--- src/rtl/ctrl_pipe.sv ---
// -----------------------------------------------------------------------------
// ctrl_pipe
// Pipelined control unit. Decodes the 5-bit opcode sitting in ID and carries
// the resulting control bundle through the EX, MEM and WB stage registers.
// On top of a flat decoder it provides:
//   - load-use interlock (bubble into EX, hold ID)
//   - branch/jump flush (squash the instruction in ID)
//   - whole-pipe freeze while data memory is busy
//   - halt drain FSM (RUN -> DRAIN -> HALTED)
//   - watchdog on consecutive memory-stall cycles
//
// Parameters
//   REG_W      register index width
//   HALT_OP    opcode treated as HALT
//   STALL_MAX  consecutive mem_stall cycles that trip err
//
// Ports
//   clk, rst                 clock (rising edge), synchronous active-low reset
//   id_valid, id_opcode      ID instruction present / its opcode
//   id_rs, id_rt             ID source registers
//   id_rs_used, id_rt_used   ID instruction actually reads rs / rt
//   id_dst                   ID destination register (already muxed)
//   flush                    taken branch/jump resolved in EX, squash ID
//   mem_stall                data memory busy, freeze the pipe
//   id_stall                 hold PC and IF/ID register
//   ex_*                     EX stage control and destination
//   mem_*                    MEM stage control and destination
//   wb_*                     WB stage control and destination
//   halted                   sticky, HALT has retired from WB
//   err                      sticky, illegal opcode or stall watchdog expired
// -----------------------------------------------------------------------------
module ctrl_pipe #(
   parameter int unsigned REG_W     = 3,
   parameter logic [4:0]  HALT_OP   = 5'b00000,
   parameter int unsigned STALL_MAX = 255
) (
   input  logic             clk,
   input  logic             rst,
   input  logic             id_valid,
   input  logic [4:0]       id_opcode,
   input  logic [REG_W-1:0] id_rs,
   input  logic [REG_W-1:0] id_rt,
   input  logic             id_rs_used,
   input  logic             id_rt_used,
   input  logic [REG_W-1:0] id_dst,
   input  logic             flush,
   input  logic             mem_stall,
   output logic             id_stall,
   output logic             ex_valid,
   output logic             ex_regwrite,
   output logic             ex_memread,
   output logic             ex_memwrite,
   output logic             ex_alusrc2,
   output logic             ex_branch,
   output logic             ex_jump,
   output logic [REG_W-1:0] ex_dst,
   output logic             mem_valid,
   output logic             mem_regwrite,
   output logic             mem_memread,
   output logic             mem_memwrite,
   output logic             mem_memtoreg,
   output logic [REG_W-1:0] mem_dst,
   output logic             wb_valid,
   output logic             wb_regwrite,
   output logic [REG_W-1:0] wb_dst,
   output logic             halted,
   output logic             err
);

   localparam int unsigned     WD_W     = $clog2(STALL_MAX + 1);
   localparam logic [WD_W-1:0] WD_LIMIT = WD_W'(STALL_MAX);

   typedef enum logic [1:0] {
      ST_RUN    = 2'd0,
      ST_DRAIN  = 2'd1,
      ST_HALTED = 2'd2
   } state_t;

   // Control bundle as held in EX. halt tags the HALT instruction so the
   // FSM can see it retire from WB.
   typedef struct packed {
      logic             valid;
      logic             regwrite;
      logic             memread;
      logic             memwrite;
      logic             memtoreg;
      logic             alusrc2;
      logic             branch;
      logic             jump;
      logic             halt;
      logic [REG_W-1:0] dst;
   } ex_ctrl_t;

   typedef struct packed {
      logic             valid;
      logic             regwrite;
      logic             memread;
      logic             memwrite;
      logic             memtoreg;
      logic             halt;
      logic [REG_W-1:0] dst;
   } mem_ctrl_t;

   typedef struct packed {
      logic             valid;
      logic             regwrite;
      logic             halt;
      logic [REG_W-1:0] dst;
   } wb_ctrl_t;

   state_t          state_q, state_d;
   ex_ctrl_t        ex_q, ex_d;
   mem_ctrl_t       mem_q, mem_d;
   wb_ctrl_t        wb_q, wb_d;
   logic            err_q, err_d;
   logic [WD_W-1:0] wd_q, wd_d;

   ex_ctrl_t        dec;
   logic            dec_illegal;
   logic            load_use;
   logic            accept;

   // ------------------------------------------------------------------
   // ID decode
   // ------------------------------------------------------------------
   always_comb begin
      dec         = '0;
      dec_illegal = 1'b0;
      if (id_valid && (id_opcode != HALT_OP) &&
          ((id_opcode == 5'b00010) || (id_opcode == 5'b00011))) begin
         dec_illegal = 1'b1;
      end
      if (id_valid && !dec_illegal) begin
         dec.valid    = 1'b1;
         dec.dst      = id_dst;
         dec.halt     = (id_opcode == HALT_OP);
         dec.memread  = (id_opcode == 5'b10001);
         dec.memwrite = (id_opcode == 5'b10000) || (id_opcode == 5'b10011);
         dec.memtoreg = (id_opcode == 5'b10001);
         dec.branch   = (id_opcode[4:2] == 3'b011);
         // Jump displacement forms (001x0) and register forms (001x1).
         dec.jump     = (id_opcode[4:2] == 3'b001);
         // Second ALU operand comes from the register file for branches,
         // SET ops, BTR and the R-type ALU/shift group; immediate otherwise.
         dec.alusrc2  = !((id_opcode[3:2] == 2'b11) ||
                           (id_opcode[4:1] == 4'b1101) ||
                           ((id_opcode[4:2] == 3'b110) && id_opcode[0]));
         casez (id_opcode)
            5'b010??: dec.regwrite = 1'b1; // immediate ALU
            5'b101??: dec.regwrite = 1'b1; // immediate shifts
            5'b1101?: dec.regwrite = 1'b1; // R-type ALU / shifts
            5'b111??: dec.regwrite = 1'b1; // SET group
            5'b11000: dec.regwrite = 1'b1; // LBI
            5'b11001: dec.regwrite = 1'b1; // BTR
            5'b10010: dec.regwrite = 1'b1; // SLBI
            5'b10001: dec.regwrite = 1'b1; // LD
            5'b10011: dec.regwrite = 1'b1; // STU writes back the address
            5'b0011?: dec.regwrite = 1'b1; // JAL / JALR link
            default:  dec.regwrite = 1'b0;
         endcase
         if (dec.halt) begin
            dec.regwrite = 1'b0;
            dec.memread  = 1'b0;
            dec.memwrite = 1'b0;
            dec.memtoreg = 1'b0;
            dec.branch   = 1'b0;
            dec.jump     = 1'b0;
         end
      end
   end

   // Load in EX whose destination is a source the ID instruction reads.
   assign load_use = ex_q.valid && ex_q.memread &&
                     ((id_rs_used && (id_rs == ex_q.dst)) ||
                      (id_rt_used && (id_rt == ex_q.dst)));

   // ID instruction moves into EX this cycle.
   assign accept = (state_q == ST_RUN) && !mem_stall && !flush && !load_use;

   // ------------------------------------------------------------------
   // Next state: FSM, stage advance, watchdog
   // ------------------------------------------------------------------
   always_comb begin
      state_d  = state_q;
      ex_d     = ex_q;
      mem_d    = mem_q;
      wb_d     = wb_q;
      err_d    = err_q;
      wd_d     = '0;
      id_stall = mem_stall || (state_q != ST_RUN) || (!flush && load_use);

      // Watchdog counts consecutive frozen cycles and saturates at the limit.
      if (mem_stall) begin
         wd_d = (wd_q == WD_LIMIT) ? wd_q : (wd_q + WD_W'(1));
         if (wd_d == WD_LIMIT) begin
            err_d = 1'b1;
         end
      end

      if (state_q == ST_HALTED) begin
         ex_d  = '0;
         mem_d = '0;
         wb_d  = '0;
      end else if (!mem_stall) begin
         mem_d.valid    = ex_q.valid;
         mem_d.regwrite = ex_q.regwrite;
         mem_d.memread  = ex_q.memread;
         mem_d.memwrite = ex_q.memwrite;
         mem_d.memtoreg = ex_q.memtoreg;
         mem_d.halt     = ex_q.halt;
         mem_d.dst      = ex_q.dst;

         wb_d.valid     = mem_q.valid;
         wb_d.regwrite  = mem_q.regwrite;
         wb_d.halt      = mem_q.halt;
         wb_d.dst       = mem_q.dst;

         // Flush, load-use and drain all put a bubble into EX.
         if (accept) begin
            ex_d = dec;
            if (dec_illegal) begin
               err_d = 1'b1;
            end
            if (dec.halt) begin
               state_d = ST_DRAIN;
            end
         end else begin
            ex_d = '0;
         end

         if ((state_q == ST_DRAIN) && wb_q.halt) begin
            state_d = ST_HALTED;
         end
      end
   end

   // ------------------------------------------------------------------
   // State registers
   // ------------------------------------------------------------------
   always_ff @(posedge clk) begin
      if (!rst) begin
         state_q <= ST_RUN;
         ex_q    <= '0;
         mem_q   <= '0;
         wb_q    <= '0;
         err_q   <= 1'b0;
         wd_q    <= '0;
      end else begin
         state_q <= state_d;
         ex_q    <= ex_d;
         mem_q   <= mem_d;
         wb_q    <= wb_d;
         err_q   <= err_d;
         wd_q    <= wd_d;
      end
   end

   assign ex_valid     = ex_q.valid;
   assign ex_regwrite  = ex_q.regwrite;
   assign ex_memread   = ex_q.memread;
   assign ex_memwrite  = ex_q.memwrite;
   assign ex_alusrc2   = ex_q.alusrc2;
   assign ex_branch    = ex_q.branch;
   assign ex_jump      = ex_q.jump;
   assign ex_dst       = ex_q.dst;

   assign mem_valid    = mem_q.valid;
   assign mem_regwrite = mem_q.regwrite;
   assign mem_memread  = mem_q.memread;
   assign mem_memwrite = mem_q.memwrite;
   assign mem_memtoreg = mem_q.memtoreg;
   assign mem_dst      = mem_q.dst;

   assign wb_valid     = wb_q.valid;
   assign wb_regwrite  = wb_q.regwrite;
   assign wb_dst       = wb_q.dst;

   assign halted       = (state_q == ST_HALTED);
   assign err          = err_q;

endmodule

--- config.mk ---
export PLATFORM = sky130hd
export DESIGN_NAME = ctrl_pipe
export DESIGN_NICKNAME = d
export VERILOG_FILES = /design/src/rtl/ctrl_pipe.sv
export SDC_FILE = /design/constraint.sdc
export NUM_CORES = 1
export LEC_CHECK = 0
export ABC_CLOCK_PERIOD_IN_PS = 1900
export BUFFER_PORTS_ARGS = -buffer_cell sky130_fd_sc_hd__buf_2
export CORE_ASPECT_RATIO = 1.1
export CORE_MARGIN = 10
export CORE_UTILIZATION = 30
export CTS_CLUSTER_SIZE = 14
export DETAILED_ROUTE_END_ITERATION = 8
export PLACE_DENSITY = 0.54
export SLEW_MARGIN = 20
export SYNTH_ARGS = -nofsm -noshare
export SYNTH_HDL_FRONTEND = slang
export SYNTH_SLANG_ARGS = --single-unit
--- constraint.sdc ---
create_clock -name clk -period 1.9 [get_ports clk]
set_input_delay 0.285 -clock clk [delete_from_list [all_inputs] [get_ports clk]]
set_output_delay 0.285 -clock clk [all_outputs]
set_load 0.01 [all_outputs]
==> results of run 1 <==
==> synth_stat cells, drive strengths merged (2+ instances only) <==
cell | number | area, µm²
a211oi | 2 | 15.0
buf | 14 | 104
nor2 | 26 | 97.6
nand2b | 3 | 18.8
nor2b | 2 | 12.5
o31ai | 2 | 15.0
clkbuf | 3 | 22.5
a21o | 3 | 22.5
a32o | 3 | 30.0
dfxtp | 36 | 721
and3 | 3 | 20.0
and4 | 2 | 21.3
xnor2 | 7 | 61.3
inv | 4 | 15.0
nand2 | 10 | 40.0
o21ai | 4 | 20.0
nor3 | 4 | 20.0
nand4 | 8 | 65.1
a21oi | 5 | 25.0
a22o | 5 | 43.8
mux2i | 15 | 150
a31oi | 5 | 31.3
nand3 | 4 | 20.0
==> layout make-up <==
type                    count  area, µm²  area share (%)
inverters                   4       15.0           0.740
clock buffers               5       68.8            3.39
clock inverters             3       18.8           0.925
well taps                  75       93.8            4.63
multi-input cells         124        825            40.7
flip-flops and latches     36        724            35.7
repair buffers             53        283            13.9
==> state kept, by name, summed over array words and instances (netlist names), 2 cells and up <==
signal / count
wd_q: 8
mem_dst: 3
ex_dst: 3
state_q: 2
wb_dst: 3
==> timing repair <==
item | 4_1_cts | 5_1_grt
setup endpoints to repair | 1 | 1
buffers inserted | 0 | 1
resized for setup | 3 | 2
hold buffers | 0 | 0
endpoints found under the hold margin | 0 | 0
pin swaps | 0 | 1
==> per-layer routing <==
layer / share of wire [%] / GRT usage, % / vias up
li1: - / - / 732
met1: 46 / 10.2 / 640
met2: 44 / 14.1 / 38
met5: 0 / 0 / -
met3: 8.6 / 4.40 / 5
met4: 1.3 / 2.53 / 0
==> cell usage in the layout (no fill, tap or decap), drive strengths merged, types with 4 or more instances in the layout <==
cell type / instances
nand2: 10
nor2: 26
nor3: 4
mux2i: 15
a31oi: 5
a21oi: 5
nand3: 4
clkbuf: 5
inv: 4
buf: 53
nand4: 8
dfxtp: 36
xnor2: 7
a22o: 5
o21ai: 4
==> logic make-up after synthesis <==
family / Yosys count / synth area share [%]
buf+inv: 21 / 8.40
compound gates: 34 / 14.6
fa+ha+maj: 1 / 0.743
flops: 36 / 42.8
mux: 15 / 8.92
simple gates: 66 / 20.4
xor+xnor: 8 / 4.16
==> worst max path at each step <==
stage                           endpoint  slack, ns  cells after the start
after floorplan           err$_SDFF_PN0_       0.23                      6
after global placement    err$_SDFF_PN0_       0.26                      6
after detailed placement  err$_SDFF_PN0_       0.22                      6
after CTS                       id_stall       0.03                      5
after global routing            id_stall       0.02                      5
final                           id_stall       0.17                      5
==> power breakdown <==
group | leakage (µW) | internal [µW] | switching [µW]
clock network | 0.0000479 | 255 | 274
registers | 0.000292 | 761 | 7.17
logic | 0.000599 | 50.9 | 59.4
==> through the flow <==
stage,hold WS (ns),std cells
floorplan,0.411,181
CTS,0.205,299
global placement,0.446,291
finish,0.213,300
global route,0.211,300
detailed placement,0.453,291
==> reports/qor.csv, run 1 <==
stage,metric,value,unit
timing,slew_headroom,74.6,%
floorplanning,die_w,91.4,µm
placed_design,placed_cell_area,1930,µm²
setup_path,worstPathMaxFanout,5,
timing,finClkSkew,0.00313,ns
hold_path,hold_class,input pin to flop,
setup_path,arrival,1.45,ns
floorplanning,pin_count,47,
timing,final.period_utilization,91.1,%
setup_path,r2r-end,err$_SDFF_PN0_,
final_layout,drive_gt1_share,31.1,%
clock_network,clk_path_buf_depth,2,
yosys,syn-num-nets,203,
timing,fin_crit,1.73,ns
timing,finalSetupViolCount,0,
floorplanning,num_rows,28,
setup_path,worstSetupPathType,flop to primary output,
clock_network,cts-root-buf,clkbuf_8,
clock_network,clk_latency,0.28,ns
floorplanning,die_height,98.6,µm
timing,tightest_slew,0.380,ns
yosys,synth_area_per_cell,9.30,µm²
timing,hold_viol,0,
drt,drt_iter0_drc,65,
setup_path,reg2reg_depth,6,
final_layout,utilization,37.6,%
grt,grt_overflow,0,
clock_network,cts_sinks,36,
yosys,ys_seq_area_share,42.8,%
timing,grt_setup_unrepaired,false,
final_layout,n_antenna_cell,0,
drt,ant_nets,0,
clock_network,numCtsBuffers,5,
drt,vias,1415,
setup_path,reg2reg_from,wd_q[0]$_SDFF_PN0_,
grt,grt_pass1_wl,6590,µm
drt,drc,0,
yosys,synthArstFlopShare,0,%
setup_path,crit_buf_inv,1,
final_layout,nets,246,
setup_path,start_kind,flop,
floorplanning,start_util,31.2,%
yosys,synth-seq-cells,36,
setup_path,slowest_stage,dfxtp_2,
final_layout,finalInstanceArea,2030,µm²
setup_path,crit_path_max_incr_delay,0.39,ns
run,maxCapViolations,0,
final_layout,area_growth,20.5,%
timing,slew_violations,0,
clock_network,cts_tree,built,
drt,first_pass_iters,4,
placed_design,hpwlAfterDp,3090,µm
placed_design,place.gp.congestion,0.833,
timing,max_freq,0.578,GHz
power,powerDensity,694,nW/µm²
yosys,ys.flop_type,dfxtp_1,
power,power,1410,µW
yosys,synth_edf_count,0,
setup_path,cpLargestDelayFamily,flip-flops,
status,status,"finished, final reports clean",
grt,grt_pass1_vias,1380,
drt,route.detailed.wl_per_inst,13.3,µm
floorplanning,core,5400,µm²
power,power.leakage,0.000939,µW
power,ir_worst_vdd,0.289,mV
yosys,synth_cell_types,42,
drt,vias_per_cell,4.72,
timing,setup_ws,0.170,ns
setup_path,r2r_slack,0.21,ns
hold_path,hold_depth,2,
setup_path,path_cells,xnor2_1 -> nand4_1 -> a21o_1 -> o21ai_2 -> buf_2,
placed_design,io_buffers,46,
yosys,syn_inst,181,
setup_path,critPathLaunch,ex_dst[1]$_SDFFE_PP0N_,
final_layout,n_fill_cell,597,
timing,tns,0,ns
drt,finalWirelength,3980,µm
yosys,yosys_warnings,0,
yosys,syn_area,1680,µm²
hold_path,holdPathEnd,ex_dst[1]$_SDFFE_PP0N_,
floorplanning,dieArea,9010,µm²
setup_path,critPathCaptureType,primary output,
clock_network,htree_levels,2,
setup_path,cp.required,1.62,ns
grt,antenna_found_initial,0,
clock_network,clk_pin_slew,0.07,ns
placed_design,preCtsSetupSlack,0.217,ns
grt,track_usage,8.82,%
grt,grt_max_degree,19,
hold_path,min_from,id_dst[1],
Note: power is estimated with default switching activity, not from simulation.
==> run 2: changes to the inputs <==
- CTS_BUF_LIST: default -> sky130_fd_sc_hd__clkbuf_4 sky130_fd_sc_hd__clkbuf_8
- GPL_TIMING_DRIVEN: default -> 0
==> run 2 against run 1 <==
Effect of this change:
- sequential power barely moved
- critical path depth rose by 1
- flip-flop and latch count did not move
- count of clock-buffer cells in the layout did not move
- worst setup slack got worse by 0.039 ns
- register-to-register slack got worse by 0.08 ns
- die area did not move
- sequential share of layout area fell by 1.8 points
- global-route usage rose by 0.26 points
- via count rose by 1.3%
- critical path type is now flop to flop
- critical endpoint is now err$_SDFF_PN0_
- largest cell class unchanged
- largest power group unchanged
==> reports/qor.csv, run 2 (synthesis results as in run 1) <==
stage,metric,value,unit,change
power,powerDensity,721,nW/µm²,was 694 nW/µm²
timing,max_freq,0.565,GHz,was 0.578 GHz
drt,vias,1434,,was 1415
drt,met3_length,297,µm,was 343 µm
clock_network,clk_pin_slew,0.07,ns,about the same
timing,slew_headroom,58.4,%,was 74.6%
setup_path,crit_path_max_incr_delay,0.45,ns,was 0.39 ns
floorplanning,die_height,98.6,µm,unchanged
drt,drt_iter0_drc,36,,was 65
timing,finClkSkew,0.00635,ns,was 0.00313 ns
final_layout,n_fill_cell,581,,was 597
timing,setup_ws,0.131,ns,was 0.170 ns
timing,slew_violations,0,,unchanged
floorplanning,pin_count,47,,unchanged
floorplanning,dieArea,9010,µm²,unchanged
drt,met2_length,1830,µm,was 1760 µm
final_layout,drive_gt1_share,34.5,%,was 31.1%
final_layout,largest_reg_flops,8,,unchanged
floorplanning,start_util,31.2,%,unchanged
grt,grt_max_degree,13,,was 19
placed_design,place.gp.congestion,0.811,,was 0.833
clock_network,numCtsBuffers,5,,unchanged
timing,final.period_utilization,93.1,%,was 91.1%
final_layout,area_growth,26.9,%,was 20.5%
timing,tightest_slew,0.622,ns,was 0.380 ns
drt,routed.top_layer,met4,,unchanged
setup_path,slowest_stage,dfxtp_1,,was dfxtp_2
floorplanning,core,5400,µm²,unchanged
run,maxCapViolations,0,,unchanged
grt,grt_pass1_wl,6750,µm,was 6590 µm
placed_design,io_buffers,46,,unchanged
setup_path,cp.required,2.08,ns,was 1.62 ns
final_layout,nets,256,,was 246
setup_path,cpLargestDelayFamily,flip-flops,,unchanged
clock_network,cts_tree,built,,unchanged
drt,drt-met1-wl,1910,µm,was 1830 µm
setup_path,r2r_slack,0.13,ns,was 0.21 ns
floorplanning,die_w,91.4,µm,unchanged
setup_path,worstSetupPathType,flop to flop,,was flop to primary output
drt,ant_nets,0,,unchanged
setup_path,start_kind,flop,,unchanged
clock_network,cts-root-buf,clkbuf_8,,unchanged
grt,track_usage,9.08,%,was 8.82%
clock_network,cts_sinks,36,,unchanged
power,power.leakage,0.000999,µW,was 0.000939 µW
grt,grt_overflow,0,,unchanged
clock_network,post_cts_buffers,0,,unchanged
timing,hold_viol,0,,unchanged
grt,grt_pass1_vias,1363,,was 1380
status,status,"finished, final reports clean",,unchanged
final_layout,n_antenna_cell,0,,unchanged
drt,route.detailed.wl_per_inst,13.1,µm,was 13.3 µm
clock_network,clk_latency,0.28,ns,about the same
clock_network,clk_path_buf_depth,2,,unchanged
drt,first_pass_iters,4,,unchanged
placed_design,preCtsSetupSlack,0.0937,ns,was 0.217 ns
power,ir_worst_vdd,0.365,mV,was 0.289 mV
timing,fin_crit,1.77,ns,was 1.73 ns
setup_path,path_cells,ha_2 -> and4_4 -> nand2_2 -> xor2_1 -> a21o_1 -> a32o_1,,was xnor2_1 -> nand4_1 -> a21o_1 -> o21ai_2 -> buf_2
setup_path,crit_buf_inv,0,,was 1
timing,tns,0,ns,unchanged
final_layout,largest_register,wd_q,,unchanged
final_layout,layout_commonest_cell,buf_2,,unchanged
floorplanning,num_rows,28,,unchanged
setup_path,worstPathMaxFanout,7,,was 5
drt,vias_per_cell,4.63,,was 4.72
grt,antenna_found_initial,0,,unchanged
hold_path,hold_class,input pin to flop,,unchanged
timing,grt_setup_unrepaired,false,,unchanged
placed_design,hpwlAfterDp,3140,µm,was 3090 µm
drt,finalWirelength,4070,µm,was 3980 µm
setup_path,arrival,1.95,ns,was 1.45 ns
setup_path,critPathCaptureType,flop,,was primary output
drt,drc,0,,unchanged
clock_network,htree_levels,2,,unchanged
final_layout,final_cell_mix,"buf_2 (48), dfxtp_1 (33), nor2_1 (26)",,"was buf_2 (46), dfxtp_1 (33), nor2_1 (26)"
timing,finalSetupViolCount,0,,unchanged
-- run 2: what timing repair did --
| action | in CTS | in global routing |
|---|---|---|
| cloned | 0 | 0 |
| endpoints found under the setup margin | 1 | 2 |
| pin swaps | 0 | 1 |
| hold buffers | 0 | 0 |
| gates resized for setup | 4 | 3 |
-- run 2: layer usage --
| layer | track usage, % | up-vias |
|---|---|---|
| met5 | 0 | - |
| met4 | 3.26 | 0 |
| met3 | 3.95 | 2 |
| met2 | 14.3 | 42 |
| met1 | 10.7 | 641 |
| li1 | - | 749 |
-- run 2: worst paths after layout --
kind                       endpoint                  from  cells after the start
max reg2reg          err$_SDFF_PN0_    wd_q[0]$_SDFF_PN0_                      6
min reg2reg    ex_q[3]$_SDFFE_PP0N_  ex_q[3]$_SDFFE_PP0N_                      2
max                  err$_SDFF_PN0_    wd_q[0]$_SDFF_PN0_                      6
min          ex_dst[2]$_SDFFE_PP0N_             id_dst[2]                      2
-- run 2: worst register-to-register path: stages, from the launching register on --
cell and delay [ns]:
dfxtp_1 0.45, ha_2 0.29, and4_4 0.28, nand2_2 0.08, xor2_1 0.14, a21o_1 0.18
a32o_1 0.24
-- run 2: per-stage QoR --
stage / utilization, % / hold WS (ns) / cells / total power, µW / cell area [µm²]
after floorplan: - / 0.411 / 181 / 845 / 1680
after CTS: 39.3 / 0.211 / 310 / 1570 / 2120
final: 39.6 / 0.222 / 310 / 1540 / 2140
after global placement: 37.2 / 0.446 / 302 / 895 / 2010
after detailed placement: 37.2 / 0.458 / 302 / 895 / 2010
after global routing: 39.6 / 0.207 / 310 / 1620 / 2140
-- run 2: area by class of cell --
type | instances | area, µm² | share of cell area, %
repair buffers | 46 | 230 | 10.8
plain buffers | 17 | 126 | 5.92
well taps | 75 | 93.8 | 4.39
clock buffers | 5 | 68.8 | 3.22
flip-flops and latches | 36 | 724 | 33.9
clock inverters | 3 | 42.5 | 1.99
multi-input cells | 124 | 835 | 39.1
inverters | 4 | 15.0 | 0.703
-- run 2: power breakdown --
part	switching, µW	internal (µW)	total (µW)
registers	7.52	760	768
clock network	272	388	660
logic	60.2	50.2	110
==> run 3: changes to the inputs <==
==> constraint.sdc (replaced) <==
create_clock -name clk -period 1.9 [get_ports clk]
set_input_delay 0.285 -clock clk [delete_from_list [all_inputs] [get_ports clk]]
set_output_delay 0.285 -clock clk [all_outputs]
set_load 0.02 [all_outputs]
==> run 3 against run 2 <==
Effect of this change:
- clock power is essentially flat
- register-to-register slack hardly changed
- cell area up 0.12%
- core utilization about the same
- critical path type is now flop to primary output
- critical endpoint is now id_stall
==> reports/qor.csv, run 3 (synthesis results as in run 1) <==
stage,metric,value,unit,change
placed_design,dp.cells,302,,unchanged
setup_path,r2r-end,err$_SDFF_PN0_,,unchanged
timing,slew_violations,0,,unchanged
final_layout,final_cell_mix,"buf_2 (47), dfxtp_1 (33), nor2_1 (26)",,"was buf_2 (48), dfxtp_1 (33), nor2_1 (26)"
timing,hold_viol,0,,unchanged
setup_path,r2r_slack,0.13,ns,about the same
final_layout,area_growth,27.1,%,was 26.9%
setup_path,cp.required,1.62,ns,was 2.08 ns
final_layout,ff_latch_area,724,µm²,unchanged
clock_network,htree_levels,2,,unchanged
drt,ant_nets,0,,unchanged
timing,tightest_slew,0.622,ns,about the same
floorplanning,die_height,98.6,µm,unchanged
grt,track_usage,9.08,%,unchanged
drt,drc,0,,unchanged
setup_path,worstSetupPathType,flop to primary output,,was flop to flop
floorplanning,pin_count,47,,unchanged
clock_network,clk_pin_slew,0.07,ns,about the same
clock_network,clk_latency,0.28,ns,about the same
clock_network,holdBufCountCts,0,,unchanged
final_layout,nets,256,,unchanged
hold_path,min_from,id_dst[2],,unchanged
hold_path,holdPathEnd,ex_dst[2]$_SDFFE_PP0N_,,unchanged
timing,max_freq,0.564,GHz,was 0.565 GHz
final_layout,largest_reg_flops,8,,unchanged
clock_network,numCtsBuffers,5,,unchanged
power,power.leakage,0.00100,µW,was 0.000999 µW
grt,grt_pass1_vias,1363,,unchanged
placed_design,hpwlAfterDp,3140,µm,unchanged
final_layout,n_antenna_cell,0,,unchanged
status,status,"finished, final reports clean",,unchanged
drt,drt_iter0_drc,36,,unchanged
placed_design,place.gp.congestion,0.811,,unchanged
drt,vias_per_cell,4.63,,about the same
final_layout,layout_commonest_cell,buf_2,,unchanged
grt,grt_max_degree,13,,unchanged
placed_design,placed_cell_area,2010,µm²,unchanged
final_layout,largest_register,wd_q,,unchanged
timing,fin_crit,1.77,ns,about the same
timing,finClkSkew,0.00635,ns,unchanged
power,powerDensity,722,nW/µm²,was 721 nW/µm²
run,maxCapViolations,0,,unchanged
final_layout,finalInstanceArea,2140,µm²,about the same
floorplanning,num_rows,28,,unchanged
grt,grtUsageMet2,14.3,%,unchanged
drt,route.detailed.wl_per_inst,13.1,µm,about the same
grt,antenna_found_initial,0,,unchanged
setup_path,arrival,1.49,ns,was 1.95 ns
clock_network,cts_sinks,36,,unchanged
power,ir_worst_vdd,0.365,mV,about the same
timing,finalSetupViolCount,0,,unchanged
setup_path,reg2reg_from,wd_q[0]$_SDFF_PN0_,,unchanged
grt,grtUsageMet1,10.7,%,unchanged
timing,final.period_utilization,93.3,%,was 93.1%
floorplanning,start_util,31.2,%,unchanged
final_layout,drive_gt1_share,34.5,%,unchanged
final_layout,n_fill_cell,580,,was 581
final_layout,multiInputGateArea,835,µm²,unchanged
hold_path,hold_class,input pin to flop,,unchanged
clock_network,cts_tree,built,,unchanged
setup_path,worstPathMaxFanout,5,,was 7
grt,grt_pass1_wl,6750,µm,unchanged
clock_network,cts-root-buf,clkbuf_8,,unchanged
drt,first_pass_iters,4,,unchanged
floorplanning,core,5400,µm²,unchanged
clock_network,post_cts_buffers,0,,unchanged
setup_path,start_kind,flop,,unchanged
grt,grt_overflow,0,,unchanged
hold_path,hold_depth,2,,unchanged
final_layout,layout.cells.non_filler,310,,unchanged
grt,grt_use_met3,3.95,%,unchanged
floorplanning,die_w,91.4,µm,unchanged
setup_path,reg2reg_depth,6,,unchanged
floorplanning,dieArea,9010,µm²,unchanged
drt,vias,1435,,was 1434
placed_design,io_buffers,46,,unchanged
timing,slew_headroom,58.4,%,unchanged
grt,grt-busiest-layer,met2,,unchanged
timing,tns,0,ns,unchanged
setup_path,critPathCaptureType,primary output,,was flop
timing,grt_setup_unrepaired,false,,unchanged
clock_network,clk_path_buf_depth,2,,unchanged
drt,finalWirelength,4070,µm,about the same
run 3: cell counts in the layout (fill, tap and decap cells not counted):
Identical to the previous run, type by type.
run 3: worst max-delay path, cell delays in order (launching register included):
cell	delay, ns
dfxtp_2	0.40
xnor2_2	0.13
nand4_1	0.12
a21o_1	0.24
o21ai_2	0.15
buf_4	0.16
run 3: repair_timing:
action	in CTS	in global routing
gates resized for setup	4	4
endpoints found under the setup margin	1	2
pin swaps	0	1
run 3: how the worst max path moves through the flow:
| stage | start | to | slack [ns] | cells after the start |
|---|---|---|---|---|
| 3_5_place_dp | wd_q[0]$_SDFF_PN0_ | err$_SDFF_PN0_ | 0.09 | 6 |
| 6_report | ex_dst[0]$_SDFFE_PP0N_ | id_stall | 0.13 | 5 |
| 4_1_cts | ex_dst[2]$_SDFFE_PP0N_ | id_stall | 0.007 | 5 |
| 5_1_grt | ex_dst[1]$_SDFFE_PP0N_ | id_stall | 0.002 | 5 |
| 3_3_place_gp | wd_q[0]$_SDFF_PN0_ | err$_SDFF_PN0_ | 0.08 | 6 |
| 2_1_floorplan | wd_q[0]$_SDFF_PN0_ | err$_SDFF_PN0_ | 0.23 | 6 |
run 3: power by group:
| part | internal [µW] | switching [µW] |
|---|---|---|
| Sequential | 760 | 7.53 |
| Combinational | 50.9 | 64.2 |
| Clock | 388 | 272 |
| Total | 1200 | 344 |
run 3: per-layer routing:
layer | share of wire, % | vias up
li1 | - | 749
met1 | 47 | 642
met2 | 45 | 42
met3 | 7.3 | 2
met4 | 0.69 | 0
met5 | 0 | -
run 3: through the flow:
stage	power, µW	hold WS, ns	setup WS [ns]	utilization [%]
2_1_floorplan	849	0.411	0.231	-
3_3_place_gp	899	0.446	0.0800	37.2
3_5_place_dp	899	0.458	0.0937	37.2
4_1_cts	1570	0.211	0.00748	39.3
5_1_grt	1620	0.207	0.00188	39.6
6_report	1540	0.222	0.126	39.6
run 3: layout make-up:
cell class / instances / area share [%]
Clock buffer: 5 / 3.22
Inverter: 4 / 0.702
Sequential cell: 36 / 33.9
Buffer: 17 / 5.91
Clock inverter: 3 / 1.99
Multi-Input combinational cell: 124 / 39.0
Timing Repair Buffer: 46 / 10.9
Tap cell: 75 / 4.39
